File: src/rtl/buzzer_pkg.sv
// Shared definitions for the buzzer scheduler and the buzzer driver.
//
// Contents:
//   state_t          - scheduler FSM states (IDLE, ARB, BEEP, GAP)
//   DEF_TONE_CYC     - CLK_LOW cycles per driver tone period
//   DEF_SHORT_UNITS  - tone periods per short beep
//   DEF_LONG_UNITS   - tone periods per long beep
//   DEF_GAP_UNITS    - tone periods of silence after every beep
//   units_last()     - last value of the 8-bit unit counter for a length
package buzzer_pkg;

    typedef enum logic [1:0] {
        S_IDLE = 2'd0,
        S_ARB  = 2'd1,
        S_BEEP = 2'd2,
        S_GAP  = 2'd3
    } state_t;

    // These must stay equal to the driver's own timing constants.
    localparam int DEF_TONE_CYC    = 12500;
    localparam int DEF_SHORT_UNITS = 4;
    localparam int DEF_LONG_UNITS  = 255;
    localparam int DEF_GAP_UNITS   = 8;

    // Unit counter runs 0..units-1; this is the terminal value.
    function automatic logic [7:0] units_last(input int units);
        return 8'(units - 1);
    endfunction

endpackage

File: src/rtl/prio_onehot.sv
// Fixed-priority picker: selects the lowest-index set bit.
//
// Parameters:
//   W       - number of request bits
// Ports:
//   req     in  [W-1:0]  request vector
//   onehot  out [W-1:0]  one-hot lowest set bit of req (all-zero if none)
//   valid   out          any bit of req is set
module prio_onehot #(
    parameter int W = 4
) (
    input  logic [W-1:0] req,
    output logic [W-1:0] onehot,
    output logic         valid
);

    // Two's-complement trick: req & -req isolates the lowest set bit.
    assign onehot = req & (~req + W'(1));
    assign valid  = |req;

endmodule

File: src/rtl/buzzer_sched.sv
// Buzzer request scheduler.
//
// Several sources request beep patterns; the block latches each request,
// arbitrates with fixed priority (index 0 highest) and sequences the shared
// buzzer driver with its own tone/unit timers, since the driver gives no
// completion feedback.
//
// Build option:
//   BUZZER_SCHED_PREEMPT_EN  when defined, a pending source with a lower
//                            index than the granted one ends the active
//                            pattern at the end of the current gap (no DONE).
//
// Ports (all in the CLK_LOW domain):
//   CLK_LOW     in              clock
//   RST         in              asynchronous active-high reset
//   REQ         in  [N_REQ-1:0]   per-source request pulse
//   REQ_LONG    in  [N_REQ-1:0]   beep type per source (1 = long)
//   REQ_REP     in  [2*N_REQ-1:0] 2-bit repeat field per source (beeps = field+1)
//   GRANT       out [N_REQ-1:0]   one-hot current owner, 0 when idle
//   BUSY        out             a pattern is running
//   DONE        out             1-cycle pulse in the last gap cycle of a pattern
//   BUZZER_EN   out             driver trigger, high for the whole beep
//   BUZZER_SEL  out             driver length select (1 = long)
//   STATE_DBG   out [1:0]       current FSM state (buzzer_pkg::state_t encoding)
//
// Handshake: REQ is a plain one-cycle pulse with no ready; a request is
// never refused, repeated requests from one source collapse into a single
// pending pattern carrying the most recent type and count.
module buzzer_sched
    import buzzer_pkg::*;
#(
    parameter int N_REQ       = 4,
    parameter int TONE_CYC    = DEF_TONE_CYC,
    parameter int SHORT_UNITS = DEF_SHORT_UNITS,
    parameter int LONG_UNITS  = DEF_LONG_UNITS,
    parameter int GAP_UNITS   = DEF_GAP_UNITS
) (
    input  logic               CLK_LOW,
    input  logic               RST,
    input  logic [N_REQ-1:0]   REQ,
    input  logic [N_REQ-1:0]   REQ_LONG,
    input  logic [2*N_REQ-1:0] REQ_REP,
    output logic [N_REQ-1:0]   GRANT,
    output logic               BUSY,
    output logic               DONE,
    output logic               BUZZER_EN,
    output logic               BUZZER_SEL,
    output logic [1:0]         STATE_DBG
);

    localparam int TW = (TONE_CYC > 1) ? $clog2(TONE_CYC) : 1;
    localparam logic [TW-1:0] TONE_LAST  = TW'(TONE_CYC - 1);
    localparam logic [7:0]    SHORT_LAST = units_last(SHORT_UNITS);
    localparam logic [7:0]    LONG_LAST  = units_last(LONG_UNITS);
    localparam logic [7:0]    GAP_LAST   = units_last(GAP_UNITS);

    state_t             state;
    logic [N_REQ-1:0]   grant_r;
    logic               busy_r;
    logic               en_r;
    logic               sel_r;
    logic [1:0]         rem;
    logic [TW-1:0]      tone_cnt;
    logic [7:0]         unit_cnt;

    logic [N_REQ-1:0]   pend;
    logic [N_REQ-1:0]   long_q;
    logic [2*N_REQ-1:0] rep_q;

    // Arbitration looks at stored flags plus this cycle's requests, so a
    // request seen in IDLE reaches ARB on the very next edge.
    logic [N_REQ-1:0]   pend_eff;
    logic [N_REQ-1:0]   long_eff;
    logic [2*N_REQ-1:0] rep_eff;
    logic [N_REQ-1:0]   pick;
    logic               pick_valid;
    logic               win_long;
    logic [1:0]         win_rep;

    logic               tone_last;
    logic               beep_end;
    logic               gap_end;
    logic               preempt;

    assign pend_eff = pend | REQ;
    assign long_eff = (REQ & REQ_LONG) | (~REQ & long_q);

    always_comb begin
        rep_eff = rep_q;
        for (int i = 0; i < N_REQ; i++) begin
            if (REQ[i]) begin
                rep_eff[2*i +: 2] = REQ_REP[2*i +: 2];
            end
        end
    end

    prio_onehot #(.W(N_REQ)) u_pick (
        .req    (pend_eff),
        .onehot (pick),
        .valid  (pick_valid)
    );

    always_comb begin
        win_rep = 2'd0;
        for (int i = 0; i < N_REQ; i++) begin
            if (pick[i]) begin
                win_rep = rep_eff[2*i +: 2];
            end
        end
    end

    assign win_long  = |(pick & long_eff);

    assign tone_last = (tone_cnt == TONE_LAST);
    assign beep_end  = tone_last && (unit_cnt == (sel_r ? LONG_LAST : SHORT_LAST));
    assign gap_end   = tone_last && (unit_cnt == GAP_LAST);

`ifdef BUZZER_SCHED_PREEMPT_EN
    // grant_r - 1 is a mask of every index below the current owner.
    assign preempt = (rem != 2'd0) && (|(pend_eff & (grant_r - N_REQ'(1))));
`else
    assign preempt = 1'b0;
`endif

    // Pending flags: a request always sets (and overwrites type/count).
    // The granted source's flag is cleared when ARB ends, unless it
    // requests again in that same cycle, which queues a repeat.
    always_ff @(posedge CLK_LOW or posedge RST) begin
        if (RST) begin
            pend   <= '0;
            long_q <= '0;
            rep_q  <= '0;
        end else begin
            for (int i = 0; i < N_REQ; i++) begin
                if (REQ[i]) begin
                    pend[i]          <= 1'b1;
                    long_q[i]        <= REQ_LONG[i];
                    rep_q[2*i +: 2]  <= REQ_REP[2*i +: 2];
                end else if (state == S_ARB && grant_r[i]) begin
                    pend[i] <= 1'b0;
                end
            end
        end
    end

    // Main sequencer. Grant, type and count are loaded on the edge that
    // enters ARB so GRANT/BUSY/BUZZER_SEL are visible during ARB and
    // BUZZER_SEL is settled a full cycle before BUZZER_EN rises.
    always_ff @(posedge CLK_LOW or posedge RST) begin
        if (RST) begin
            state    <= S_IDLE;
            grant_r  <= '0;
            busy_r   <= 1'b0;
            en_r     <= 1'b0;
            sel_r    <= 1'b0;
            rem      <= 2'd0;
            tone_cnt <= '0;
            unit_cnt <= 8'd0;
        end else begin
            case (state)
                S_IDLE: begin
                    tone_cnt <= '0;
                    unit_cnt <= 8'd0;
                    if (pick_valid) begin
                        state   <= S_ARB;
                        grant_r <= pick;
                        sel_r   <= win_long;
                        rem     <= win_rep;
                        busy_r  <= 1'b1;
                    end
                end
                S_ARB: begin
                    state    <= S_BEEP;
                    en_r     <= 1'b1;
                    tone_cnt <= '0;
                    unit_cnt <= 8'd0;
                end
                S_BEEP: begin
                    if (beep_end) begin
                        state    <= S_GAP;
                        en_r     <= 1'b0;
                        tone_cnt <= '0;
                        unit_cnt <= 8'd0;
                    end else if (tone_last) begin
                        tone_cnt <= '0;
                        unit_cnt <= unit_cnt + 8'd1;
                    end else begin
                        tone_cnt <= tone_cnt + TW'(1);
                    end
                end
                S_GAP: begin
                    if (gap_end) begin
                        tone_cnt <= '0;
                        unit_cnt <= 8'd0;
                        if (rem != 2'd0 && !preempt) begin
                            rem   <= rem - 2'd1;
                            state <= S_BEEP;
                            en_r  <= 1'b1;
                        end else if (pick_valid) begin
                            state   <= S_ARB;
                            grant_r <= pick;
                            sel_r   <= win_long;
                            rem     <= win_rep;
                            busy_r  <= 1'b1;
                        end else begin
                            state   <= S_IDLE;
                            grant_r <= '0;
                            busy_r  <= 1'b0;
                        end
                    end else if (tone_last) begin
                        tone_cnt <= '0;
                        unit_cnt <= unit_cnt + 8'd1;
                    end else begin
                        tone_cnt <= tone_cnt + TW'(1);
                    end
                end
                default: state <= S_IDLE;
            endcase
        end
    end

    // DONE is a decode of registered state only: last gap cycle of the
    // final beep. A preempted pattern leaves with rem nonzero, so no DONE.
    assign DONE       = (state == S_GAP) && gap_end && (rem == 2'd0);
    assign GRANT      = grant_r;
    assign BUSY       = busy_r;
    assign BUZZER_EN  = en_r;
    assign BUZZER_SEL = sel_r;
    assign STATE_DBG  = state;

endmodule

File: config.mk
export PLATFORM = sky130hd
export DESIGN_NAME = buzzer_sched
export DESIGN_NICKNAME = d
export VERILOG_FILES = /design/src/rtl/buzzer_pkg.sv /design/src/rtl/prio_onehot.sv /design/src/rtl/buzzer_sched.sv
export SDC_FILE = /design/constraint.sdc
export NUM_CORES = 1
export LEC_CHECK = 0
export ABC_AREA = 1
export CAP_MARGIN = 25
export CORE_AREA = 8 8 93 95
export DETAILED_ROUTE_END_ITERATION = 8
export DIE_AREA = 0 0 101 103
export GPL_ROUTABILITY_DRIVEN = 0
export SKIP_LAST_GASP = 1
export SYNTH_ARGS = -nofsm -noshare
export SYNTH_HDL_FRONTEND = slang
export SYNTH_SLANG_ARGS = --single-unit
File: constraint.sdc
create_clock -name CLK_LOW -period 4.14 [get_ports CLK_LOW]
set_input_delay 0.414 -clock CLK_LOW [delete_from_list [all_inputs] [get_ports CLK_LOW]]
set_output_delay 0.414 -clock CLK_LOW [all_outputs]
set_load 0.05 [all_outputs]
Word-level counts from Yosys, hierarchy flattened:

Index checks and enable logic that the tools add are counted.
W data, S select, Z words.

* flip-flop bits (word level): 49
* latch bits: 0
* bits in writable memories: 0
* memory bits (read-only): 0
* input port bits: 18
* word-level logic and storage cells: 118
* memories kept: 0

* add/subtract/negate cells: 4
* $mul: 0
* div/mod/pow operators: 0
* $lt $le $gt $ge: 0
* equal/unequal tests: 11
* shift operators: 0
* mux-type cells: 53
* bitwise logic cells: 8
* reductions and logical operators: 25

Operators by type and width (count)
* $mux W14: 3
* $pmux W14 S3: 1
* $mux W8: 4
* $mux W2: 15
* $pmux W8 S3: 1
* $mux W1: 19
* $and A4 B4 Y4: 4
* $mux W4: 4
* $add A14 B1 Y14 const B: 1
* $eq A14 B14 Y1 const B: 1
* $reduce_bool A2 Y1: 6
* $ne A2 B2 Y1 const B: 5
* $add A8 B1 Y8 const B: 1
* $eq A8 B3 Y1 const B: 1
* $eq A8 B8 Y1: 1
* $logic_and A1 B1 Y1: 8
* $not A4 Y4: 2
* $or A4 B4 Y4: 2
* $pmux W2 S4: 1
* $pmux W4 S2: 1
* $reduce_and A4 Y1: 2
* $reduce_or A4 Y1: 2
* $reduce_and A3 Y1: 2
* $add A4 B1 Y4 const B: 1
* other kinds (10): 13

Depth between registers and ports, before layout:

Gate-level depths: netlist of run 1.

* word-level depth: 12
* gate-level depth with buffers: 11
* mapped depth without buffers: 11

Hierarchy:

A second synthesis of run 1 with hierarchy kept.

* cells, all modules: 364
* area total of the unflattened synthesis: 2741.4 um^2

By module, submodules not included
* buzzer_sched: times used 1, cells an instance 354, area an instance 2695.1 um^2, seq. area each 1226.2 um^2
* prio_onehot: times used 1, cells an instance 10, area an instance 46.3 um^2, seq. area each 0.0 um^2

Worst setup path before layout of run 1:

OpenSTA, ideal clock, no wires.

* path type: reg-to-output
* start: reg state[1], in the netlist STATE_DBG[1]
* end: out DONE
* data arrival time: 1.885 ns
* required time: 3.726 ns
* setup slack: 1.841 ns
* cell stages (with the launch flop): 6
* buffers on the path: 0
* cell sequence: dfrtp_1 > ha_1 > inv_1 > nor2_1 > inv_1 > nor2_1

* cells in the longest elaborated chain, start to end: 3

Ends and longest elaborated chain
* from (decl): RTL line buzzer_sched.sv:57 `state_t state;`
* from (signal assigned): RTL line buzzer_sched.sv:151 `state <= S_IDLE;`
* from (signal assigned): RTL line buzzer_sched.sv:165 `state <= S_ARB;`
* from (signal assigned): RTL line buzzer_sched.sv:173 `state <= S_BEEP;`
* $eq A2 B2 Y1: RTL line buzzer_sched.sv:224 `assign DONE = (state == S_GAP) && gap_end && (rem == 2'd0);`
* $logic_and A1 B1 Y1 (2 in a row): RTL line buzzer_sched.sv:224
* to (decl): RTL line buzzer_sched.sv:45 `output logic DONE,`

No other way between the ends.

Final worst setup path of run 1:

Same ends and word-level chain as after synthesis.

==> run_results.csv, run 1 <==
group,metric,value,unit
sta,setup_viol,0,
outcome,status,"completed",
logic_synthesis,ys_warn_count,0,
worst_setup_path,worst_r2r_endpoint,"BUZZER_SEL",
place,dp_hpwl,5180,um
cells_and_area,antennaDiodeCount,0,
worst_setup_path,reg2regPathDepth,8,
worst_setup_path,worstSetupEndpointType,"output pin",
clocking,ctsResizeCount,0,
worst_setup_path,crit_chain,"ha_1, inv_1, nor2_1, inv_1, nor2_1, clkdlybuf4s50_1",
clocking,clk_pin_slew_worst_paths,0.09,ns
clocking,numClockSinks,49,
floorplanning,rows,31,
worst_setup_path,worstPathRequired,3.73,ns
job,cap_violations,0,
worst_setup_path,critPathSlowestCell,"clkdlybuf4s50_1",
worst_setup_path,slowest_delay,0.83,ns
logic_synthesis,synth.avg_cell_area,7.30,um2
worst_setup_path,arrival,2.62,ns
floorplanning,num_io_pins,28,
logic_synthesis,synth.ff_latch_count,49,
clocking,clk_latency,0.30,ns
sta,finalHoldViolations,0,
logic_synthesis,syn-num-nets,420,
floorplanning,dieArea,10400,um2
logic_synthesis,synth.distinct_cells,38,
clocking,post_cts_buffers,0,
power,ir_drop,218,uV
clocking,postCtsHoldBufs,0,
floorplanning,core,7140,um2
logic_synthesis,yosysSeqAreaShare,0.424,
cells_and_area,fin_nets,451,
global_route,antenna_found_initial,0,
worst_setup_path,r2r_slack,2.11,ns
global_route,grt_pass1_wl,10800,um
cells_and_area,postLayoutCoreUtil,0.471,
place,portBuffers,27,
power,p_per_area,472,nW/um2
cells_and_area,syn_to_final_growth,16.3,%
detailed_routing,via_per_inst,4.71,
global_route,track_usage,0.129,
sta,rsz0062_at_grt,"no",
sta,fmax,0.330,GHz
floorplanning,start_util,0.405,
sta,slew_headroom,0.634,
cells_and_area,final_layout_size_suffix_gt1_frac,0.0958,
detailed_routing,avgRoutedWirePerCell,12.2,um
logic_synthesis,synth_area,2890,um2
sta,post-route-min-period,3.03,ns
clocking,cts_tree,"done",
sta,slew_violations,0,
worst_setup_path,crit_path_max_fanout,11,
worst_setup_path,cp-start-kind,"register",
global_route,grt_pass1_vias,2426,
detailed_routing,drt_pass1_iterations,4,
power,p_total,1.59,mW
floorplanning,die_w,101,um
clocking,htree_levels,2,
detailed_routing,routed_wl,6450,um
worst_setup_path,r2r_start,"STATE_DBG[1]",
clocking,cts-buffers-inserted,5,
detailed_routing,drc,0,
sta,holdWs,0.432,ns
logic_synthesis,syn_inst,396,
detailed_routing,antenna_left,0,
global_route,grt_max_degree,31,
clocking,clockRootBuffer,"clkbuf_8",
power,p_leak,1.62,nW
clocking,cts_buffer_depth,2,
worst_setup_path,crit_type,"reg -> out",
sta,finalSetupTns,0,ns
detailed_routing,drtIter0Drc,116,
sta,worst_pin_slew,0.547,ns
hold_path,worst_hold_path_type,"in -> async",
sta,min_period_over_period,0.732,
floorplanning,die_h,103,um
sta,skew,0.00521,ns
global_route,grt_overflow_total,0,
detailed_routing,routed-via-count,2482,
worst max-delay path by stage:
stage                  from    to  slack, ns
3_5_place_dp   STATE_DBG[1]  DONE       1.43
5_1_grt        STATE_DBG[1]  DONE       0.96
3_3_place_gp   STATE_DBG[1]  DONE       1.48
6_report       STATE_DBG[1]  DONE       1.11
2_1_floorplan  STATE_DBG[1]  DONE       1.84
4_1_cts        STATE_DBG[1]  DONE       1.09
cell usage in the layout (no fill, tap or decap), types with 6 or more instances in the layout:
cell type | Yosys | final
inv_2 | 6 | 7
ha_1 | 6 | 6
nand4_1 | 7 | 7
nor2_1 | 47 | 47
a21oi_1 | 9 | 9
nand2_1 | 137 | 137
o21ai_0 | 10 | 10
xor2_1 | 6 | 6
inv_1 | 38 | 37
nor2_2 | 10 | 10
nor3_1 | 8 | 8
nand3_1 | 27 | 27
clkdlybuf4s50_1 | 0 | 27
dfrtp_1 | 49 | 49
Yosys cell counts:
| cell | n | share of area |
|---|---|---|
| nand2_1 | 137 | 0.18 |
| dfrtp_1 | 49 | 0.42 |
| nor2_1 | 47 | 0.061 |
| inv_1 | 38 | 0.049 |
| nand3_1 | 27 | 0.047 |
| nor2_2 | 10 | 0.022 |
| o21ai_0 | 10 | 0.017 |
| a21oi_1 | 9 | 0.016 |
| nor3_1 | 8 | 0.014 |
| nand4_1 | 7 | 0.015 |
| ha_1 | 6 | 0.026 |
| inv_2 | 6 | 0.0078 |
| xor2_1 | 6 | 0.018 |
| a31oi_1 | 4 | 0.0087 |
| nand3_2 | 3 | 0.010 |
| buf_2 | 2 | 0.0035 |
| nand2_2 | 2 | 0.0043 |
| nand2_4 | 2 | 0.0078 |
| o211ai_1 | 2 | 0.0052 |
| or2_2 | 2 | 0.0043 |
| xnor2_1 | 2 | 0.0061 |
| a211oi_1 | 1 | 0.0026 |
| a21oi_4 | 1 | 0.0056 |
| and2_4 | 1 | 0.0030 |
| and3_1 | 1 | 0.0022 |
| buf_4 | 1 | 0.0026 |
| buf_6 | 1 | 0.0039 |
| clkinv_1 | 1 | 0.0013 |
| clkinv_2 | 1 | 0.0017 |
| nand3b_1 | 1 | 0.0026 |
| nand3b_4 | 1 | 0.0069 |
| nor2_4 | 1 | 0.0039 |
| nor2_8 | 1 | 0.0069 |
| nor4_1 | 1 | 0.0022 |
| o21ai_1 | 1 | 0.0017 |
| o21ai_2 | 1 | 0.0030 |
| o21bai_1 | 1 | 0.0026 |
| or2_1 | 1 | 0.0022 |
routing by layer:
metal | share of wire | global-route usage | up-vias
met5 | 0 | 0 | -
met4 | 0.012 | 0.0378 | 0
met3 | 0.034 | 0.0182 | 8
met2 | 0.47 | 0.219 | 39
met1 | 0.48 | 0.166 | 1125
li1 | - | - | 1310
power by group:
group,internal [mW],switching [mW]
clock,0.121,0.161
combinational,0.233,0.459
sequential,0.546,0.0645
total,0.900,0.685
per-stage QoR:
stage | setup slack (ns) | instance area, um2 | cells
after floorplan | 1.84 | 2890 | 396
after global placement | 1.48 | 3260 | 518
after detailed placement | 1.43 | 3280 | 519
after CTS | 1.09 | 3360 | 527
after global routing | 0.955 | 3360 | 527
final | 1.11 | 3360 | 527
registers in the layout (all words and copies together), names as in the netlist:
signal and cells:
STATE_DBG 2, rep_q 8, unit_cnt 8, BUZZER_EN 1, long_q 4, BUSY 1
tone_cnt 14, GRANT 4, BUZZER_SEL 1, pend 4, rem 2
layout make-up:
type / instances / area (um2)
clock inverters: 2 / 13.8
multi-input cells: 297 / 1460
inverters: 46 / 174
flip-flops and latches: 49 / 1230
fillers: 752 / 3770
well taps: 99 / 124
repair buffers: 28 / 290
clock buffers: 6 / 72.6
critical path, delay by kind of cell, from the launching register on:
family / cells / cell delay [ns]
buffers and inverters: 3 / 1.04
DFF: 1 / 0.46
adders and majority gates: 1 / 0.45
and+or+nand+nor: 2 / 0.37
cell families (layout without fill, tap and decap cells):
logic type      after synthesis  count (layout)  synth area share
compound gates               30              30            0.0623
buf+inv                      50              82            0.0701
simple gates                253             253             0.393
xor+xnor                      8               8            0.0242
fa+ha+maj                     6               6            0.0260
flops                        49              49             0.424
No activity file was read; power rests on OpenSTA's default activity.
==> run 2: changes to the inputs <==
==> constraint.sdc (replaced) <==
create_clock -name CLK_LOW -period 3.15 [get_ports CLK_LOW]
set_input_delay 0.315 -clock CLK_LOW [delete_from_list [all_inputs] [get_ports CLK_LOW]]
set_output_delay 0.315 -clock CLK_LOW [all_outputs]
set_load 0.05 [all_outputs]
==> run 2 against run 1 <==
  * First-iteration DRC count fell by 14%
  * Clock power is 32% higher
  * Critical path type unchanged
  * Via count stayed put
  * Largest power group unchanged
  * Sequential power rose by 32%
==> run_results.csv, run 2 (synthesized netlist as in run 1, its figures left out) <==
group,metric,value,unit
outcome,status,"completed",
power,p_per_area,621,nW/um2
power,p_leak,1.62,nW
cells_and_area,antennaDiodeCount,0,
clocking,clk_latency,0.30,ns
floorplanning,dieArea,10400,um2
global_route,track_usage,0.130,
global_route,antenna_found_initial,0,
place,placedInstanceArea,3280,um2
sta,min_period_over_period,0.927,
cells_and_area,fin_nets,451,
worst_setup_path,crit_family,"buffers and inverters",
power,p_int,1.18,mW
detailed_routing,drtIter0Drc,100,
global_route,grt_overflow_total,0,
worst_setup_path,crit_path_max_fanout,11,
clocking,cts_buffer_depth,2,
sta,slew_violations,0,
cells_and_area,syn_to_final_growth,16.3,%
worst_setup_path,worstSetupEndpointType,"output pin",
floorplanning,start_util,0.405,
clocking,cts_tree,"done",
power,ir_drop,292,uV
worst_setup_path,crit_chain,"ha_1, inv_1, nor2_1, inv_1, nor2_1, clkdlybuf4s50_1",
cells_and_area,largest-register,"tone_cnt",
worst_setup_path,slowest_delay,0.82,ns
cells_and_area,mostFrequentLayoutCells,"137 x nand2_1, 49 x dfrtp_1, 47 x nor2_1",
cells_and_area,largest_reg_flops,14,
cells_and_area,final_layout_size_suffix_gt1_frac,0.0958,
sta,worst_pin_slew,0.537,ns
cells_and_area,mostFrequentLayoutCell,"nand2_1",
place,dp_hpwl,5130,um
global_route,grt_max_degree,31,
detailed_routing,avgRoutedWirePerCell,12.3,um
clocking,cts-buffers-inserted,5,
clocking,clockRootBuffer,"clkbuf_8",
power,p_total,2.09,mW
power,swShare,0.433,
power,p_comb_frac,0.437,
clocking,clk_pin_slew_worst_paths,0.09,ns
worst_setup_path,arrival,2.60,ns
detailed_routing,routed-via-count,2482,
hold_path,worst_hold_path_type,"in -> async",
clocking,post_cts_buffers,0,
detailed_routing,drc,0,
floorplanning,die_w,101,um
cells_and_area,finalInstanceArea,3360,um2
global_route,grt_pass1_wl,10900,um
worst_setup_path,crit_type,"reg -> out",
floorplanning,num_io_pins,28,
clocking,postCtsHoldBufs,0,
sta,post-route-min-period,2.92,ns
sta,skew,0.00811,ns
worst_setup_path,worstPathRequired,2.83,ns
worst_setup_path,cp-start-kind,"register",
sta,finalSetupTns,0,ns
floorplanning,die_h,103,um
power,pwr-share-seq,0.385,
clocking,ctsResizeCount,0,
sta,holdWs,0.333,ns
sta,setup_viol,0,
sta,rsz0062_at_grt,"no",
sta,finalHoldViolations,0,
place,portBuffers,27,
job,cap_violations,0,
clocking,htree_levels,2,
cells_and_area,top_regs,"tone_cnt: 14 flops, rep_q: 8 flops, unit_cnt: 8 flops",
clocking,numClockSinks,49,
power,p_clk_frac,0.178,
detailed_routing,drt_pass1_iterations,5,
worst_setup_path,timing.critical_path.buf_inv,3,
global_route,grt_pass1_vias,2363,
power,switchingPower,0.904,mW
floorplanning,core,7140,um2
detailed_routing,routed_wl,6480,um
detailed_routing,antenna_left,0,
detailed_routing,via_per_inst,4.71,
worst_setup_path,critPathSlowestCell,"clkdlybuf4s50_1",
sta,slew_headroom,0.641,
sta,fmax,0.343,GHz
floorplanning,rows,31,
## run 2: per-layer routing
layer | up-vias | global-route usage | share of wire
met5 | - | 0 | 0
met4 | 0 | 0.0378 | 0.0088
met3 | 6 | 0.0270 | 0.042
li1 | 1323 | - | -
met2 | 35 | 0.213 | 0.47
met1 | 1118 | 0.169 | 0.48
## run 2: cell type report
type,count,area [um2]
clock buffer,6,72.6
inverter,46,174
timing repair buffer,28,290
clock inverter,2,13.8
tap,99,124
multi-input combinational,297,1460
fill,744,3770
sequential,49,1230
## run 2: through the flow
| step | cells | worst slack, ns | util |
|---|---|---|---|
| finish | 527 | 0.231 | 0.471 |
| global route | 527 | 0.0633 | 0.471 |
| CTS | 527 | 0.208 | 0.471 |
| detailed placement | 519 | 0.557 | 0.459 |
| global placement | 518 | 0.591 | 0.456 |
| floorplan | 396 | 0.950 | - |
## run 2: final timing paths
kind | from | to | slack [ns] | cells after the start
worst max register to register | STATE_DBG[1] | BUZZER_SEL | 1.11 | 8
min in group CLK_LOW | long_q[0] | long_q[0] | 0.47 | 2
worst min-delay path | RST | tone_cnt[3] | 0.33 | 2
worst max-delay path | STATE_DBG[1] | DONE | 0.23 | 6
worst min register to register | long_q[0] | long_q[0] | 0.47 | 2
max in group asynchronous | RST | STATE_DBG[0] | 2.31 | 3
## run 2: power by group through the flow
stage | clock [mW] | combinational [mW] | sequential [mW]
after floorplan | 0 | 0.550 | 0.937
after global placement | 0 | 0.916 | 0.813
after detailed placement | 0 | 0.923 | 0.814
after CTS | 0.384 | 0.928 | 0.804
after global routing | 0.410 | 1.02 | 0.819
final | 0.371 | 0.913 | 0.804
==> run 3: changes to the inputs <==
--- a/config.mk
+++ b/config.mk
@@ -12,6 +12,8 @@
 export DIE_AREA = 0 0 101 103
 export GPL_ROUTABILITY_DRIVEN = 0
 export SKIP_LAST_GASP = 1
+export SLEW_MARGIN = 20
 export SYNTH_ARGS = -nofsm -noshare
 export SYNTH_HDL_FRONTEND = slang
 export SYNTH_SLANG_ARGS = --single-unit
+export TNS_END_PERCENT = 30
==> results of run 3 <==
The final DEF is identical to that of run 2; final timing and power are the same.
